File: src/rtl/disp_pkg.sv
// Shared types and constants for the 7-segment scan controller.
package disp_pkg;

    typedef logic [6:0] seg_t;

    localparam seg_t SEG_BLANK = 7'b1111111;

    // Active-low {a,b,c,d,e,f,g}; codes 10..15 render blank.
    localparam seg_t SEG_TABLE [16] = '{
        7'b0000001, 7'b1001111, 7'b0010010, 7'b0000110,
        7'b1001100, 7'b0100100, 7'b0100000, 7'b0001111,
        7'b0000000, 7'b0001100, 7'b1111111, 7'b1111111,
        7'b1111111, 7'b1111111, 7'b1111111, 7'b1111111
    };

    typedef enum logic {
        GUARD_S,
        DRIVE_S
    } scan_state_t;

endpackage

File: src/rtl/bcd_to_seg.sv
// Combinational BCD nibble to active-low segment pattern.
module bcd_to_seg
    import disp_pkg::*;
(
    input  logic [3:0] bcd_i,
    output seg_t       seg_o
);

    always_comb begin
        seg_o = SEG_TABLE[bcd_i];
    end

endmodule

File: src/rtl/display_scan_ctrl.sv
// Time-multiplexed N-digit 7-segment scan controller with guard interval,
// frame-boundary commit of new frames and leading-zero suppression.
module display_scan_ctrl
    import disp_pkg::*;
#(
    parameter int unsigned N_DIGITS    = 4,
    parameter int unsigned REFRESH_DIV = 100000,
    parameter int unsigned GUARD       = 1000
) (
    input  logic                  clk,
    input  logic                  rst_n,
    input  logic                  load_valid,
    output logic                  load_ready,
    input  logic [4*N_DIGITS-1:0] load_data,
    input  logic [N_DIGITS-1:0]   dp_mask,
    input  logic                  lz_en,
    output logic [N_DIGITS-1:0]   an_o,
    output logic [6:0]            seg_o,
    output logic                  dp_o,
    output logic                  frame_done
);

    localparam int unsigned CNT_W   = $clog2(REFRESH_DIV);
    localparam int unsigned IDX_W   = $clog2(N_DIGITS);
    localparam int unsigned FRAME_W = 4 * N_DIGITS;

    logic [CNT_W-1:0]    cnt_q, cnt_d;
    logic [IDX_W-1:0]    idx_q, idx_d;
    logic [FRAME_W-1:0]  disp_q, disp_d;
    logic [FRAME_W-1:0]  pend_q, pend_d;
    logic                pend_v_q, pend_v_d;
    scan_state_t         state_q, state_d;
    logic [N_DIGITS-1:0] an_q, an_d;
    seg_t                seg_q, seg_d;
    logic                dp_q, dp_d;
    logic                frame_done_q, frame_done_d;

    logic                slot_end;
    logic                frame_end;
    logic [3:0]          digit_nib;
    logic                nonzero_hi;
    logic                lz_blank;
    seg_t                dec_seg;

    // Slot/digit counters, handshake and frame commit.
    always_comb begin
        slot_end  = (cnt_q == CNT_W'(REFRESH_DIV - 1));
        frame_end = slot_end && (idx_q == IDX_W'(N_DIGITS - 1));

        cnt_d = slot_end ? '0 : cnt_q + CNT_W'(1);
        idx_d = idx_q;
        if (slot_end) begin
            idx_d = frame_end ? '0 : idx_q + IDX_W'(1);
        end

        disp_d   = disp_q;
        pend_d   = pend_q;
        pend_v_d = pend_v_q;
        // Commit takes priority; a transfer on the commit cycle waits one frame.
        if (frame_end && pend_v_q) begin
            disp_d   = pend_q;
            pend_v_d = 1'b0;
        end else if (load_valid && !pend_v_q) begin
            pend_d   = load_data;
            pend_v_d = 1'b1;
        end

        frame_done_d = frame_end;
    end

    always_ff @(posedge clk) begin
        if (!rst_n) begin
            cnt_q        <= '0;
            idx_q        <= '0;
            disp_q       <= '0;
            pend_q       <= '0;
            pend_v_q     <= 1'b0;
            frame_done_q <= 1'b0;
        end else begin
            cnt_q        <= cnt_d;
            idx_q        <= idx_d;
            disp_q       <= disp_d;
            pend_q       <= pend_d;
            pend_v_q     <= pend_v_d;
            frame_done_q <= frame_done_d;
        end
    end

    // FSM state register.
    always_ff @(posedge clk) begin
        if (!rst_n) begin
            state_q <= GUARD_S;
        end else begin
            state_q <= state_d;
        end
    end

    // FSM next state: leave guard on its last cycle, return at slot end.
    always_comb begin
        state_d = state_q;
        unique case (state_q)
            GUARD_S: if (cnt_q == CNT_W'(GUARD - 1)) state_d = DRIVE_S;
            DRIVE_S: if (slot_end)                    state_d = GUARD_S;
            default: state_d = GUARD_S;
        endcase
    end

    bcd_to_seg u_bcd_to_seg (
        .bcd_i (digit_nib),
        .seg_o (dec_seg)
    );

    // Outputs are built from next-state values so the registered pins line up with cnt/idx.
    always_comb begin
        digit_nib  = '0;
        nonzero_hi = 1'b0;
        an_d       = '1;
        dp_d       = 1'b1;
        for (int unsigned i = 0; i < N_DIGITS; i++) begin
            if (idx_d == IDX_W'(i)) begin
                digit_nib = disp_d[4*i +: 4];
                if (state_d == DRIVE_S) begin
                    an_d[i] = 1'b0;
                    dp_d    = ~dp_mask[i];
                end
            end
            if (IDX_W'(i) >= idx_d && disp_d[4*i +: 4] != 4'd0) begin
                nonzero_hi = 1'b1;
            end
        end
        lz_blank = lz_en && (idx_d != '0) && !nonzero_hi;
        seg_d    = (state_d == DRIVE_S && !lz_blank) ? dec_seg : SEG_BLANK;
    end

    always_ff @(posedge clk) begin
        if (!rst_n) begin
            an_q  <= '1;
            seg_q <= SEG_BLANK;
            dp_q  <= 1'b1;
        end else begin
            an_q  <= an_d;
            seg_q <= seg_d;
            dp_q  <= dp_d;
        end
    end

    assign an_o       = an_q;
    assign seg_o      = seg_q;
    assign dp_o       = dp_q;
    assign frame_done = frame_done_q;
    assign load_ready = ~pend_v_q;

endmodule
File: config.mk
export PLATFORM = sky130hd
export DESIGN_NAME = display_scan_ctrl
export DESIGN_NICKNAME = d
export VERILOG_FILES = /design/src/rtl/disp_pkg.sv /design/src/rtl/bcd_to_seg.sv /design/src/rtl/display_scan_ctrl.sv
export SDC_FILE = /design/constraint.sdc
export NUM_CORES = 1
export LEC_CHECK = 0
export BUFFER_PORTS_ARGS = -buffer_cell sky130_fd_sc_hd__buf_2
export CAP_MARGIN = 20
export CORE_MARGIN = 1
export CORE_UTILIZATION = 40
export CTS_CLUSTER_DIAMETER = 200
export DETAILED_ROUTE_END_ITERATION = 10
export PLACE_DENSITY = 0.7
export SLEW_MARGIN = 20
export SYNTH_ARGS = -nofsm -noshare
export SYNTH_HDL_FRONTEND = slang
export SYNTH_SLANG_ARGS = --single-unit
File: constraint.sdc
create_clock -name clk -period 4.3 [get_ports clk]
set_clock_uncertainty 0.2 [all_clocks]
set_input_delay 0.215 -clock clk [delete_from_list [all_inputs] [get_ports clk]]
set_output_delay 0.215 -clock clk [all_outputs]
set_load 0.05 [all_outputs]
==> results of run 1 <==
## critical path: stages (launching register included)
cell           delay [ps]
dfxtp_1               350
or4_1                 660
nor4_4                580
mux2i_1               310
buf_4                 200
mux2_2                330
dlygate4sd3_1         560
o211ai_1              150
dlygate4sd3_1         560
## kinds of logic after synthesis
logic type	count (synthesis)
simple gates	157
flops	66
compound gates	63
mux	33
buf+inv	24
xor+xnor	13
fa+ha+maj	8
## layout make-up
cell class	count	share of cell area, %
repair buffers	60	10.3
well taps	102	3.22
inverters	7	0.664
multi-input cells	274	47.5
clock inverters	7	1.77
flip-flops and latches	66	33.4
clock buffers	9	3.13
## state kept, by name (all words and copies together), names as in the netlist, 2 cells and up
signal,cells
disp_q,16
pend_q,16
an_o,4
cnt_q,17
idx_q,2
seg_o,7
## routing by layer
layer / track usage [%] / vias to the layer above / share of wire, %
li1: - / 1392 / -
met1: 22.3 / 1290 / 47
met2: 30.2 / 58 / 47
met3: 4.68 / 14 / 3.9
met4: 7.69 / 0 / 2.0
met5: 0 / - / 0
## metrics by stage
| step | instance area [µm²] | setup slack, ps | std cells | hold slack (ps) | utilization [%] |
|---|---|---|---|---|---|
| global route | 3960 | 145 | 525 | 86.1 | 50.4 |
| floorplan | 3300 | 1030 | 364 | 160 | - |
| global placement | 3560 | 972 | 489 | 235 | 45.3 |
| detailed placement | 3560 | 851 | 489 | 245 | 45.3 |
| CTS | 3950 | 354 | 525 | 59.1 | 50.4 |
| finish | 3960 | 340 | 525 | 67.9 | 50.4 |
## worst paths after layout
check,startpoint,endpoint,slack (ps),depth (start not counted)
min,lz_en,seg_o[1],70,3
max,cnt_q[11],dp_o,340,8
min reg2reg,cnt_q[0],cnt_q[0],260,1
max reg2reg,cnt_q[11],dp_o,340,8
## layout by cell type (no fill, tap or decap), drive strengths merged, types with 6 or more instances in the layout
master,synthesis,final
dfxtp,66,66
xor2,10,10
a21boi,33,33
nand2,77,77
buf,2,40
mux2i,10,10
nor2,23,23
nor4,7,7
clkbuf,15,9
mux4,7,7
nand3,12,12
mux2,16,16
or4,6,6
dlygate4sd3,0,20
inv,7,7
o21ai,9,9
nand4,6,6
ha,8,8
## report_power, final
part | internal [mW] | leakage (nW) | total (mW) | switching (mW)
Sequential | 0.623 | 0.535 | 0.635 | 0.0120
Combinational | 0.0359 | 0.838 | 0.0670 | 0.0311
Clock | 0.265 | 0.0873 | 0.507 | 0.242
==> results by group, run 1 <==
Outcome
  – Status: finished, final reports clean

Yosys
  – Synth unique cells: 43
  – Register bit total from synthesis: 66
  – Syn Area/Cell: 9.05 µm²
  – Register area share after synthesis: 40.1%
  – Largest family of logic cells by synthesized area: simple AND/OR/NAND/NOR gates
  – Most used DFF post-synth: dfxtp_1
  – EDFF count, synth: 0
  – Cell taking the most area after synthesis: dfxtp_1
  – Ys async rst share: 0%
  – Synth Area in Adders: 3.04%
  – Most common cell in the netlist: nand2_1
  – Synthesized cell area: 3300 µm²
  – Synth warn: 0
  – Mux contribution to synthesized area: 13.7%
  – Gate Count Post-Synth: 364
  – Post-synth top cells: 77 x nand2_1, 66 x dfxtp_1, 33 x a21boi_0
  – Area share of the largest cell type after synthesis: 40.1%
  – Post-synthesis simple-gate area fraction: 23.0%
  – Post-synthesis xor/xnor area fraction: 3.45%
  – Syn_nets: 396
  – Synth Area in Compound Gates: 13.8%
  – Synth top area cells: dfxtp_1 40%, nand2_1 8.8%, a21boi_0 7.5%, mux2_2 5.5%, mux4_2 4.8%

Clock network
  – H-tree lvl count: 3
  – Number of CTS-inserted buffers: 9
  – Clock slew at reported path FFs: 70 ps
  – Setup bufs post-CTS: 0
  – Worst skew pair latency: 340 ps
  – CTS tree: done
  – Num Clock Sinks: 66
  – CTS Buffer Depth: 2
  – CTS Hold Buffers Added: 20
  – Root Buffer: clkbuf_8
  – Post-CTS Resized: 0

Routing
  – Final wirelength: 7.10 mm
  – WL/cell: 13.5 µm
  – Drt first-iter violations: 132
  – Vias: 2754
  – Drt pass-1 iters: 4
  – Via density: 5.25
  – Post-route ant nets: 0
  – DRC viols: 0

Worst setup path
  – CP startpoint kind: flop
  – Critical path class: reg2reg
  – Worst Setup End Kind: flop
  – Required @ worst endpoint: 4390 ps
  – Worst Path Max Fanout: 7
  – Crit path DAT: 4050 ps

Floorplanning
  – Initial Utilization: 42.0%
  – Ports: 38
  – Die Height: 92.8 µm
  – Total core area: 7850 µm²
  – DIE WIDTH: 92.8 µm
  – Die area: 8610 µm²
  – Row cnt: 32

Timing
  – Max-slew violations: 0
  – RSZ-0062 raised after global routing: false
  – Worst slew pin tran: 757 ps
  – Max_slew headroom: 48.1%
  – Crit path time final: 3960 ps
  – Final hold violation count: 0
  – Final setup TNS: 0 ps
  – Fmax: 0.253 GHz
  – Final period utilization: 92.1%
  – Setup-failing EPs final: 0

Finish
  – Filler cells: 733
  – Nets: 450
  – Area Growth Syn to Fin: 20.1%
  – Antenna Cells: 0
  – Layout cells sized above 1: 20.8%
  – Seq. cell area: 1320 µm²
  – Area of the multi-input gates: 1880 µm²

Flow run
  – Max cap viols: 0

Global route
  – Tot GR Track Use: 18.2%
  – Pin count of the biggest net entering global routing: 42
  – Initial antenna violation count: 0
  – First-pass GRT wire length: 12.4 mm
  – Vias in the first global route: 2701
  – GRT overflow: 0

Power and ir drop
  – Cell Pwr Density: 305 nW/µm²
  – Max IR drop VDD: 216 µV
  – Design Power: 1.21 mW
  – Lkg Pwr: 1.46 nW

Min path
  – HP Class: in2reg

Place
  – I/O Buffers: 37
  – HPWL after detailed placement: 5.05 mm
  – Placer Congestion: 0.861
(Power assumes the default switching activity.)
==> run 2, diff against run 1 <==
ABC_AREA = 1   (was not set)
==> run 2 against run 1 <==
Worst hold slack got worse by 50 ps. Global-route usage rose by 0.079 points. Register-to-register slack improved by 960 ps. Area after synthesis rose by 0.42%. Wire length rose by 1.9%. Non-clock buffer count fell by 6. Fmax rose by 32%. Final area rose by 0.32%. Critical path type unchanged.
==> results by group, run 2 <==
Worst setup path
  – Worst Setup End Kind: flop
  – Most used cell, CP: nand3_1
  – Critical path cell sequence: ha_1, nand3_2, inv_2, nand3_2, nor2_4, nand3_4, nand2_1, nand2_1, nand2_1, nand3_1, nor2_2, inv_1, ha_1, inv_1, nand3_1, nand3_1, nand3_1
  – Critical path's slowest cell: dfxtp_1
  – CP Launch Point: cnt_q[0]
  – Crit path DAT: 3030 ps (-1020 ps)
  – CP startpoint kind: flop
  – Max incr delay on CP: 350 ps (-310 ps)
  – Required @ worst endpoint: 4330 ps (-60 ps)
  – Worst Path Max Fanout: 14 (+7)
  – Reg2reg start: cnt_q[0]
  – Critical path class: reg2reg

Floorplanning
  – Ports: 38 (unchanged)
  – Initial Utilization: 42.2% (+0.18 points)
  – Die area: 8640 µm² (+0.41%)
  – DIE WIDTH: 93.0 µm (+0.20%)
  – Row cnt: 32 (unchanged)
  – Die Height: 93.0 µm (+0.20%)
  – Total core area: 7850 µm² (unchanged)

Yosys
  – Synth unique cells: 36 (-16%)
  – Post-synth top cells: 90 x nand2_1, 66 x dfxtp_1, 63 x nor2_1
  – Synth Area in Compound Gates: 7.98% (-5.8 points)
  – Post-synthesis simple-gate area fraction: 39.3% (+16 points)
  – Ys async rst share: 0% (unchanged)
  – Most used DFF post-synth: dfxtp_1
  – Syn_nets: 487 (+23%)
  – Mux contribution to synthesized area: 0% (-14 points)
  – Register area share after synthesis: 39.9% (-0.17 points)
  – Synth Area in Adders: 3.02% (-0.013 points)
  – Synth top area cells: dfxtp_1 40%, nand2_1 10%, nor2_1 7.1%, inv_1 5.6%, nand3_1 5.3%
  – Most common cell in the netlist: nand2_1
  – Gate Count Post-Synth: 455 (+25%)
  – Register bit total from synthesis: 66 (unchanged)
  – Area share of the largest cell type after synthesis: 39.9% (-0.17 points)
  – Synthesized cell area: 3310 µm² (+0.42%)
  – Synth warn: 0 (unchanged)
  – Cell taking the most area after synthesis: dfxtp_1
  – Syn Area/Cell: 7.27 µm² (-20%)
  – EDFF count, synth: 0 (unchanged)
  – Largest family of logic cells by synthesized area: simple AND/OR/NAND/NOR gates
  – Post-synthesis xor/xnor area fraction: 1.32% (-2.1 points)

Clock network
  – Post-CTS Resized: 0 (unchanged)
  – Num Clock Sinks: 66 (unchanged)
  – Setup bufs post-CTS: 0 (unchanged)
  – Number of CTS-inserted buffers: 9 (unchanged)
  – Root Buffer: clkbuf_8
  – Clock slew at reported path FFs: 80 ps (about the same)
  – CTS Buffer Depth: 2 (unchanged)
  – Worst skew pair latency: 350 ps (about the same)
  – H-tree lvl count: 3 (unchanged)
  – CTS tree: done
  – CTS Hold Buffers Added: 17 (-15%)

Routing
  – Vias: 2951 (+7.2%)
  – Drt first-iter violations: 174 (+32%)
  – Post-route ant nets: 0 (unchanged)
  – DRC viols: 0 (unchanged)
  – Drt pass-1 iters: 4 (unchanged)
  – WL/cell: 11.8 µm (-13%)
  – Via density: 4.81 (-8.4%)
  – Final wirelength: 7.23 mm (+1.9%)

Finish
  – Antenna Cells: 0 (unchanged)
  – Top reg by flops: cnt_q
  – Commonest cells after routing, fill and taps aside: 90 x nand2_1, 66 x dfxtp_1, 63 x nor2_1, 49 x inv_1, 37 x buf_2
  – Nets: 539 (+20%)
  – Layout cells sized above 1: 20.5% (-0.30 points)
  – Largest register FFs: 17 (unchanged)
  – Largest regs: cnt_q (17), disp_q (16), pend_q (16)
  – Area Growth Syn to Fin: 20.0%
  – Most common cell after layout, fill and taps aside: nand2_1

Timing
  – Final setup TNS: 0 ps (unchanged)
  – Fmax: 0.333 GHz (+32%)
  – Max-slew violations: 0 (unchanged)
  – Worst slew pin tran: 701 ps (-55.4 ps)
  – Setup-failing EPs final: 0 (unchanged)
  – Crit path time final: 3000 ps (-961 ps)
  – Final hold violation count: 0 (unchanged)
  – Final period utilization: 69.8% (-22 points)
  – RSZ-0062 raised after global routing: false
  – Max_slew headroom: 53.2% (+5.1 points)

Power and ir drop
  – Cell Pwr Density: 338 nW/µm² (+11%)
  – Max IR drop VDD: 174 µV (-19%)
  – Lkg Pwr: 1.69 nW (+15%)
  – Design Power: 1.34 mW (+11%)

Global route
  – GRT overflow: 0 (unchanged)
  – First-pass GRT wire length: 12.4 mm (+0.56%)
  – Initial antenna violation count: 0 (unchanged)
  – Pin count of the biggest net entering global routing: 24 (-43%)
  – Vias in the first global route: 2763 (+2.3%)
  – Tot GR Track Use: 18.3% (+0.079 points)

Min path
  – HP Class: in2reg
  – Hold_sp: dp_mask[2]

Flow run
  – Max cap viols: 0 (unchanged)

Outcome
  – Status: finished, final reports clean

Place
  – Placer Congestion: 0.872 (+1.3%)
  – HPWL after detailed placement: 5.30 mm (+4.8%)
  – I/O Buffers: 37 (unchanged)
[run 2: final timing paths]
path                            endpoint  slack [ps]  depth (start not counted)
worst min register to register  cnt_q[0]         250                          1
worst min-delay path                dp_o          20                          4
worst max-delay path            seg_o[3]        1300                         17
worst max register to register  seg_o[3]        1300                         17
[run 2: worst max-delay path, delay by kind of cell (launching register included)]
kind	cells	cell delay, ps
AND/OR/NAND/NOR	12	1620
adder cells (fa/ha/maj)	2	450
flip-flops	1	350
buffers and inverters	3	270
[run 2: cells by family after synthesis]
family / count (synthesis)
flip-flops: 66
XOR/XNOR: 5
AND/OR/NAND/NOR: 258
AO/OA/AOI/OAI: 48
adder cells (fa/ha/maj): 8
buffers and inverters: 70
[run 2: layer usage]
metal / vias up / global-route usage [%] / wire [µm]
met5: - / 0 / 0
met4: 0 / 6.41 / 96
met3: 9 / 4.68 / 373
met2: 74 / 29.4 / 3220
met1: 1309 / 23.7 / 3540
li1: 1559 / - / -
[run 2: area by class of cell]
class	instances	area, µm²
clock buffer	10	128
fill	804	3880
inverter	57	214
multi-input combinational	319	1710
timing repair buffer	54	355
clock inverter	6	115
sequential	66	1320
tap	102	128
[run 2: metrics by stage]
stage	setup slack [ps]	utilization [%]	hold slack, ps	area [µm²]	cells
floorplan	1770	-	182	3310	455
global placement	1470	45.3	230	3560	581
detailed placement	1290	45.3	244	3560	581
CTS	1300	50.6	8.37	3970	614
global route	1060	50.6	33.3	3970	614
finish	1300	50.6	18.0	3970	614
[run 2: power breakdown]
part	total [mW]	leakage, nW	switching [mW]	internal (mW)
combinational	0.0659	1.03	0.0357	0.0302
clock	0.637	0.117	0.250	0.387
sequential	0.640	0.537	0.0133	0.627
total	1.34	1.69	0.299	1.04
